<file path="src/rtl/uart_host_sequencer.sv">
// uart_host_sequencer: host-side UART boot-load sequencer.
// Sends size header, program and stdin; captures returned bytes.
module uart_host_sequencer #(
  parameter int         PROG_BYTES   = 96,
  parameter int         STDIN_BYTES  = 128,
  parameter int         RESULT_DEPTH = 128,
  parameter int         SIZE_BYTES   = 4,
  parameter logic [7:0] SYNC_PROG    = 8'h99,
  parameter logic [7:0] SYNC_STDIN   = 8'hAA,
  parameter int         ADDR_W       = 17,
  localparam int RES_AW =
    (RESULT_DEPTH > 1) ? $clog2(RESULT_DEPTH) : 1,
  localparam int CNT_W = $clog2(RESULT_DEPTH + 1)
) (
  input  logic              clk,
  input  logic              reset_n,
  input  logic              start,
  input  logic              abort,
  input  logic [7:0]        rx_data,
  input  logic              rx_valid,
  input  logic              tx_busy,
  output logic [7:0]        tx_data,
  output logic              tx_start,
  output logic              src_sel,
  output logic [ADDR_W-1:0] src_addr,
  input  logic [7:0]        src_data,
  output logic              res_we,
  output logic [RES_AW-1:0] res_addr,
  output logic [7:0]        res_wdata,
  output logic [CNT_W-1:0]  res_count,
  output logic              res_overflow,
  output logic              done,
  output logic [2:0]        state
);

  typedef enum logic [2:0] {
    S_IDLE       = 3'd0,
    S_WAIT_PROG  = 3'd1,
    S_SEND_SIZE  = 3'd2,
    S_SEND_PROG  = 3'd3,
    S_WAIT_STDIN = 3'd4,
    S_SEND_STDIN = 3'd5,
    S_CAPTURE    = 3'd6
  } state_t;

  typedef enum logic [1:0] {
    P_LOAD,
    P_ISSUE,
    P_GUARD
  } phase_t;

  localparam logic [31:0] HDR = 32'(PROG_BYTES);
  localparam logic [ADDR_W-1:0] SIZE_LAST =
    ADDR_W'(SIZE_BYTES - 1);
  localparam logic [ADDR_W-1:0] PROG_LAST =
    ADDR_W'(PROG_BYTES - 1);
  localparam logic [ADDR_W-1:0] STDIN_LAST =
    ADDR_W'((STDIN_BYTES > 0) ? STDIN_BYTES - 1 : 0);
  localparam logic [CNT_W-1:0] FULL = CNT_W'(RESULT_DEPTH);

  state_t            r_state, w_state_nxt, w_after;
  phase_t            r_ph, w_ph_nxt;
  logic [ADDR_W-1:0] r_idx, w_idx_nxt;
  logic [7:0]        r_tx_data, w_tx_data_nxt;
  logic [CNT_W-1:0]  r_res_count, w_cnt_nxt;
  logic              r_res_ovf, w_ovf_nxt;

  logic       w_send, w_issue, w_last;
  logic       w_cap, w_full;
  logic [7:0] w_hdr, w_byte;

  assign w_send = (r_state == S_SEND_SIZE) ||
                  (r_state == S_SEND_PROG) ||
                  (r_state == S_SEND_STDIN);
  assign w_issue = w_send && (r_ph == P_ISSUE) && !tx_busy;
  assign w_full = (r_res_count == FULL);
  assign w_cap = rx_valid &&
                 ((r_state == S_SEND_STDIN) ||
                  (r_state == S_CAPTURE));

  always_comb begin
    unique case (r_idx[1:0])
      2'd0: w_hdr = HDR[7:0];
      2'd1: w_hdr = HDR[15:8];
      2'd2: w_hdr = HDR[23:16];
      2'd3: w_hdr = HDR[31:24];
    endcase
  end

  // Per-phase byte source, last index and successor state
  always_comb begin
    w_last  = 1'b0;
    w_after = S_IDLE;
    w_byte  = src_data;
    unique case (r_state)
      S_SEND_SIZE: begin
        w_last  = (r_idx == SIZE_LAST);
        w_after = S_SEND_PROG;
        w_byte  = w_hdr;
      end
      S_SEND_PROG: begin
        w_last  = (r_idx == PROG_LAST);
        w_after = S_WAIT_STDIN;
      end
      S_SEND_STDIN: begin
        w_last  = (r_idx == STDIN_LAST);
        w_after = S_CAPTURE;
      end
      default: ;
    endcase
  end

  always_comb begin
    w_state_nxt   = r_state;
    w_ph_nxt      = r_ph;
    w_idx_nxt     = r_idx;
    w_tx_data_nxt = r_tx_data;
    w_cnt_nxt     = r_res_count;
    w_ovf_nxt     = r_res_ovf;
    if (w_issue) w_tx_data_nxt = w_byte;
    if (w_cap) begin
      if (w_full) w_ovf_nxt = 1'b1;
      else        w_cnt_nxt = r_res_count + 1'b1;
    end
    if (abort) begin
      w_state_nxt = S_IDLE;
      w_ph_nxt    = P_LOAD;
      w_idx_nxt   = '0;
    end else begin
      unique case (r_state)
        S_IDLE: begin
          if (start) begin
            w_state_nxt = S_WAIT_PROG;
            w_cnt_nxt   = '0;
            w_ovf_nxt   = 1'b0;
          end
        end
        S_WAIT_PROG: begin
          if (rx_valid && rx_data == SYNC_PROG) begin
            w_state_nxt = S_SEND_SIZE;
            w_ph_nxt    = P_LOAD;
            w_idx_nxt   = '0;
          end
        end
        S_WAIT_STDIN: begin
          if (rx_valid && rx_data == SYNC_STDIN) begin
            w_state_nxt = (STDIN_BYTES == 0) ?
                          S_CAPTURE : S_SEND_STDIN;
            w_ph_nxt    = P_LOAD;
            w_idx_nxt   = '0;
          end
        end
        S_SEND_SIZE, S_SEND_PROG, S_SEND_STDIN: begin
          unique case (r_ph)
            P_LOAD:  w_ph_nxt = P_ISSUE;
            P_ISSUE: if (!tx_busy) w_ph_nxt = P_GUARD;
            P_GUARD: begin
              w_ph_nxt = P_LOAD;
              if (w_last) begin
                w_idx_nxt   = '0;
                w_state_nxt = w_after;
              end else begin
                w_idx_nxt = r_idx + 1'b1;
              end
            end
            default: w_ph_nxt = P_LOAD;
          endcase
        end
        S_CAPTURE: ;
        default: w_state_nxt = S_IDLE;
      endcase
    end
  end

  always_ff @(posedge clk or negedge reset_n) begin
    if (!reset_n) begin
      r_state     <= S_IDLE;
      r_ph        <= P_LOAD;
      r_idx       <= '0;
      r_tx_data   <= '0;
      r_res_count <= '0;
      r_res_ovf   <= 1'b0;
    end else begin
      r_state     <= w_state_nxt;
      r_ph        <= w_ph_nxt;
      r_idx       <= w_idx_nxt;
      r_tx_data   <= w_tx_data_nxt;
      r_res_count <= w_cnt_nxt;
      r_res_ovf   <= w_ovf_nxt;
    end
  end

  // Issue byte is forwarded straight out, then held in r_tx_data
  assign tx_start = w_issue;
  assign tx_data  = w_issue ? w_byte : r_tx_data;
  assign src_sel  = (r_state == S_SEND_STDIN);
  assign src_addr = ((r_state == S_SEND_PROG) ||
                     (r_state == S_SEND_STDIN)) ? r_idx : '0;

  assign res_we       = w_cap && !w_full;
  assign res_addr     = r_res_count[RES_AW-1:0];
  assign res_wdata    = rx_data;
  assign res_count    = r_res_count;
  assign res_overflow = r_res_ovf;
  assign done         = (r_state == S_CAPTURE);
  assign state        = r_state;

endmodule

</file>
<file path="config.mk">
export PLATFORM = sky130hd
export DESIGN_NAME = uart_host_sequencer
export DESIGN_NICKNAME = d
export VERILOG_FILES = /design/src/rtl/uart_host_sequencer.sv
export SDC_FILE = /design/constraint.sdc
export NUM_CORES = 1
export LEC_CHECK = 0
export BUFFER_PORTS_ARGS = -buffer_cell sky130_fd_sc_hd__buf_2
export CORE_ASPECT_RATIO = 0.7
export CORE_MARGIN = 1
export CORE_UTILIZATION = 40
export CTS_CLUSTER_DIAMETER = 100
export DETAILED_ROUTE_END_ITERATION = 12
export RECOVER_POWER = 100
export SETUP_SLACK_MARGIN = 0.05
export SYNTH_ARGS = -nofsm -noshare
export SYNTH_HDL_FRONTEND = slang
export SYNTH_SLANG_ARGS = --single-unit
</file>
<file path="constraint.sdc">
create_clock -name clk -period 4 [get_ports clk]
set_input_delay 0.4 -clock clk [delete_from_list [all_inputs] [get_ports clk]]
set_output_delay 0.4 -clock clk [all_outputs]
set_load 0.02 [all_outputs]
</file>
==> After elaboration in Yosys (flattened, before gate mapping) <==
Index checks and enable logic that the tools add are counted.
Widths: inputs -> output; s select.
{ "word_totals": {"reg_bits": 39, "out_inout_bits": 56, "input_bits": 22} }
{ "classes": {"n_eq_ne": 24, "n_addsub": 2, "n_reduce_logical": 21, "n_mux": 35} }
{ "op_table": {"columns": ["operator", "n"], "rows": [
  ["$mux 17", 6],
  ["$mux 8", 7],
  ["$pmux 17 s3", 1],
  ["$eq 17x7->1 const B", 2],
  ["$eq 8x8->1 const B", 3],
  ["$mux 3", 6],
  ["$add 17x1->17 const B", 1],
  ["$eq 17x2->1 const B", 1],
  ["$pmux 8 s2", 1],
  ["$ne 3x3->1 const B", 5],
  ["$pmux 3 s5", 1],
  ["$eq 3x3->1 const B", 3],
  ["$pmux 3 s3", 1],
  ["$add 8x1->8 const B", 1],
  ["$mux 2", 4],
  ["$reduce_and 4->1", 2],
  ["$eq 2x2->1 const B", 3],
  ["$eq 3x2->1 const B", 2],
  ["$logic_and 1x1->1", 6],
  ["$pmux 2 s3", 1],
  ["$reduce_and 6->1", 1],
  ["$reduce_or 3->1", 2],
  ["$mux 1", 5],
  ["$eq 2x1->1 const B", 2],
  ["10 further kinds", 15]
]} }

==> Logic depth before layout (Yosys ltp) <==
{ "depth": {"depth_word": 7, "depth_mapped": 11, "mapped_depth_nobuf": 8} }

==> Worst setup path after synthesis <==
OpenSTA, ideal clock, no wires.
{ "synth_path": {"path_kind": "register to register", "from": "register r_state[2], in the netlist state[2]", "to": "register r_state[0], in the netlist state[0]", "n_path_buf": 2, "arrival_time_ps": 2853, "required_ps": 3872, "setup_time_ps": 128, "stages_incl_launch_ff": 11, "slack_ps": 1020, "cell_sequence": "dfrtp_1 > buf_2 > xor2_1 > clkbuf_1 > and2_1 > ha_1 > nor4b_1 > and4_1 > a21oi_2 > nor4_1 > mux2_1"} }
{ "synth_between": {"elab_chain_cells": 6, "word_cells_on_any_way": 21, "cone_classes": "eq/ne: 12; mux: 6; reduce/logical: 3"} }
{ "synth_lines": {"columns": ["element", "line_no", "source"], "rows": [
  ["start: declaration", "61", "state_t r_state, w_state_nxt, w_after;"],
  ["start signal: assignment", "184", "r_state <= w_state_nxt;"],
  ["$eq 3x3->1 or $eq 3x2->1 (tied branches)", "95, 130", null],
  ["$pmux 3 s3", "95", "unique case (r_state)"],
  ["$mux 3", "159", "if (w_last) begin"],
  ["$mux 3", "154", "unique case (r_ph)"],
  ["$pmux 3 s5", "130", "unique case (r_state)"],
  ["$mux 3", "125", "if (abort) begin"]
]} }
Several ways; a longest one is shown, not always the timed one. The select of a mux whose other input is x is not followed.
A chain may end at the register's enable or synchronous reset.

==> Worst setup path in the final report <==
{ "layout_path": {"from": "register r_state[0], in the netlist state[0]", "to": "output port res_we"} }
{ "layout_between": {"elab_chain_cells": 4, "word_cells_on_any_way": 5, "cone_classes": "eq/ne: 2; reduce/logical: 3"} }
{ "layout_lines": {"columns": ["element", "line_no", "source"], "rows": [
  ["$eq 3x3->1, on equally long branches", "78, 79", null],
  ["$logic_or 1x1->1 (*)", "78", "((r_state == S_SEND_STDIN) ||"],
  ["$logic_and 1x1->1 (*)", "77", "assign w_cap = rx_valid &&"],
  ["$logic_and 1x1->1 (*)", "200", "assign res_we = w_cap && !w_full;"],
  ["end: declaration", "27", "output logic res_we,"]
]} }
Every way passes the cells marked *; elsewhere a longest branch is shown, timed or not.

==> impl.org <==
** Status
- The flow ran to the end, but the final reports show violations.
- The final reports fail on max-capacitance violations, max-slew violations.

** Logic synthesis
- Counting flops with an async set or reset pin after synthesis yields a share of 1.000.
- Ranked by total cell area, the synthesized netlist is headed by dfrtp_1, nand2_1, buf_4.
- After synthesis, the netlist uses 49 different library cells.
- The cell count after synthesis came out at about 290.
- Fraction of the yosys area taken by sequential cells :: 0.3865
- The number of nets in the synthesized netlist is 321.
- Most instantiated flip-flop cell in the synthesis netlist :: dfrtp_1
- A synthesized cell averages between 8 and 9 µm².
- Summed instance area of the synthesized netlist :: about 2500 µm²
- Dominant cell type by area after synthesis :: dfrtp_1
- YS warnings :: 0
- Number of synthesized flops with an enable pin :: 0
- After synthesis the netlist holds a flip-flop and latch count of 39.
- The share of synthesized area in the top cell type comes to 0.3865.

** Hold path
- In this run the most critical hold path is launched from src_data[3].
- The worst hold path belongs to the class in2reg.
- Hold path endpoint :: r_tx_data[3]
- Instance count along the most critical hold path :: 3

** Final layout
- Highest-count cells in the layout ignoring fill and taps :: clkbuf_1, dfrtp_1, nand2_1, buf_2, nand3_1
- With fillers left out, the area of the finished cells amounts to approximately 2800 µm².
- Total number of nets in the final design :: between 300 and 400
- Count of inserted antenna diode cells :: 0
- Commonest non-fill, non-tap cell in the layout :: clkbuf_1
- Of the cells placed in the final design, the portion with a size suffix greater than 1 is 0.1026.
- Compared with the post-synthesis result, the final layout area differs by 12.49%.

** Global route
- The number of antenna violations at the first check in global routing came to 0.
- Entering global routing, the biggest net connects 40 pins.
- Vias in the first global route :: around 1,900
- Wire length of the first global-routing pass :: 9.535 mm
- Total gr overflow :: 0
- In the global route stage, overall resource usage came out at 0.1824.

** STA
- For the finished layout, the period the worst path requires is 3.228 ns.
- Transition at the pin with the smallest max-transition slack :: roughly 2.1 ns
- Max Freq :: 309.8 MHz
- The final hold violation count is 0.
- Clock skew on the completed layout was measured at around 0.0089 ns.
- Pins over their slew limit :: 40
- Unrepaired setup endpoints after global routing :: no
- Total negative setup slack :: 0 ns
- Setup Viol. Count Final :: 0
- Of the available clock period, the critical path in the final layout requires 0.8069.
- The worst pin sits at a relative slew slack of -0.4042.

** Critical path
- STA puts the critical path data required time at 3.60 ns.
- Worst setup SP type :: flop
- In this run the worst path has a maximum fanout of 28.
- Setup slack on the worst reg-to-reg path comes out at 0.79 ns.
- Arrival time of the worst setup path :: 2.83 ns
- Reg2Reg Depth :: 9
- Startpoint-to-endpoint class of the critical path :: reg2out
- Capture point of the worst reg-to-reg path :: state[0]
- STA classifies the critical path endpoint as an output port.
- The startpoint identified for the worst register-to-register timing path is state[1].

** Die
- From bottom edge to top edge, the die measures about 68 µm.
- In this run the horizontal extent of the chip is around 97 µm.
- The die covers 6639 µm².
- Top-Level Pins :: roughly 80
- Core Region :: 5899 µm²
- Cell Rows :: 23
- For this configuration, the core starts out at a cell density of 0.4280.

** Clock network
- Once the clock tree was built, the resizer swapped 0 gates to a different size.
- Insertion delay to the later sink of the worst-skew pair :: approximately 0.29 ns
- TritonCTS built the clock tree.
- Once the clock tree was built, the setup fixing pass inserted 0 buffers.
- Root Buffer :: clkbuf_8
- Number of H-tree levels :: 2
- Longest Clk Path Bufs :: 2
- Clock-pin slew was measured on the worst setup and hold paths at 0.08 ns.
- Sinks on Clock Net :: 39
- Inserted Clock Buffers :: 5
- Number of buffers added to fix hold violations after cts :: 0

** Routing
- Before antenna repair, the detailed router went through 4 iterations.
- 1st-iter DRT viols :: 113
- Avg WL per Cell :: around 14 µm
- Overall routed net length :: roughly 6 mm
- Via count normalized by instance count :: 5.362
- Across all layers, the routed design uses 2,284 vias.
- In the routed design, unresolved DRC markers number 0.
- Post-route ant nets :: 0

** Power
- For this design the ratio of total power to cell area is about 410 nW/µm².
- Summed over all cells, the static leakage comes to 1.275 nW.
- Max VDD drop :: between 0.15 and 0.2 mV

** Placed design
- Summing all placed instances gives a cell area of 2849 µm².
- The congestion estimate from routability-driven global placement came to ~0.82.
- # port buffers :: 77
- Summed over all nets, the half-perimeter wirelength after detailed placement is ~4.4 mm.

** Job
- Maximum Capacitance Violations :: 1
-- critical path, stage by stage (launching register included) --
cell	delay, ns
dfrtp_1	0.38
clkbuf_1	0.77
nand2b_1	0.21
a21oi_1	0.65
and2b_1	0.28
clkbuf_1	0.25
-- cell type report --
class / instances / area (µm²)
fill: 615 / 3059
multi-input combinational: 209 / 1295
sequential: 39 / 975.9
timing repair buffer: 79 / 330.3
tap: 75 / 93.84
clock buffer: 6 / 72.57
inverter: 16 / 60.06
clock inverter: 2 / 12.51
-- synthesized netlist by cell type, types with 2 or more instances --
master,instances
ha_1,8
a21oi_1,10
or3_1,6
a211oi_1,2
xor2_1,6
o21ai_0,9
and4_1,3
o21ai_1,5
nand4bb_1,4
and2_1,3
inv_1,15
and3_1,16
a21o_1,3
nand3_1,21
nor4b_1,2
a21oi_2,2
nor3_1,7
dfrtp_1,39
clkbuf_1,6
nand2_1,38
nor2_1,15
nor4_1,4
o31a_1,2
nand4_1,6
buf_2,4
o31ai_1,5
o311ai_1,8
nand2b_1,5
buf_4,17
-- metal layers --
metal,part of all wire,GRT usage,vias to the layer above,wire length [µm]
met5,0,0,-,0
met4,0.0087,0.05037,0,52
met3,0.050,0.03882,7,303
met2,0.41,0.2597,61,2471
met1,0.53,0.2756,1061,3173
li1,-,-,1155,-
-- power by group --
part | switching [W] | leakage, nW | internal (W)
clock network | 0.000141 | 0.0412 | 0.000122
logic | 0.000303 | 0.697 | 0.000136
registers | 0.0000381 | 0.537 | 0.000438
-- cell families (layout without fill, tap and decap cells) --
family,count (synthesis),in the layout,share of synthesized area
and+or+nand+nor,137,137,0.2968
AOI/OAI and AO/OA,54,54,0.1467
buffers and inverters,43,103,0.09118
DFF,39,39,0.3865
adders and majority gates,8,8,0.03964
xor gates and xnor gates,8,8,0.03073
muxes,2,2,0.008424
-- worst max-delay path by stage --
stage,startpoint,to,slack (ns),cells past startpoint
after detailed placement,state[1],state[0],0.86,9
final,state[0],res_we,0.77,5
after floorplan,state[2],state[0],1.02,10
after CTS,state[2],state[0],0.84,9
after global routing,state[0],res_we,0.48,5
after global placement,state[2],state[0],1.04,9
-- stage by stage --
step	util	instances	worst slack (ns)	hold slack, ns	power [W]
after floorplan	-	291	1.020	0.1044	0.0008279
final	0.4814	426	0.7723	0.3737	0.001178
after CTS	0.4973	426	0.8434	0.2493	0.001211
after global routing	0.4814	426	0.4763	0.3901	0.001260
after global placement	0.4829	418	1.043	0.4712	0.0009394
after detailed placement	0.4829	418	0.8616	0.4779	0.0009475
-- flip-flops by register name, summed over array words and instances (netlist names) --
| register | count |
|---|---|
| r_idx | 17 |
| r_tx_data | 8 |
| state | 3 |
| res_count | 8 |
| res_overflow | 1 |
| r_ph | 2 |
Power figures use the tool's default switching activity.
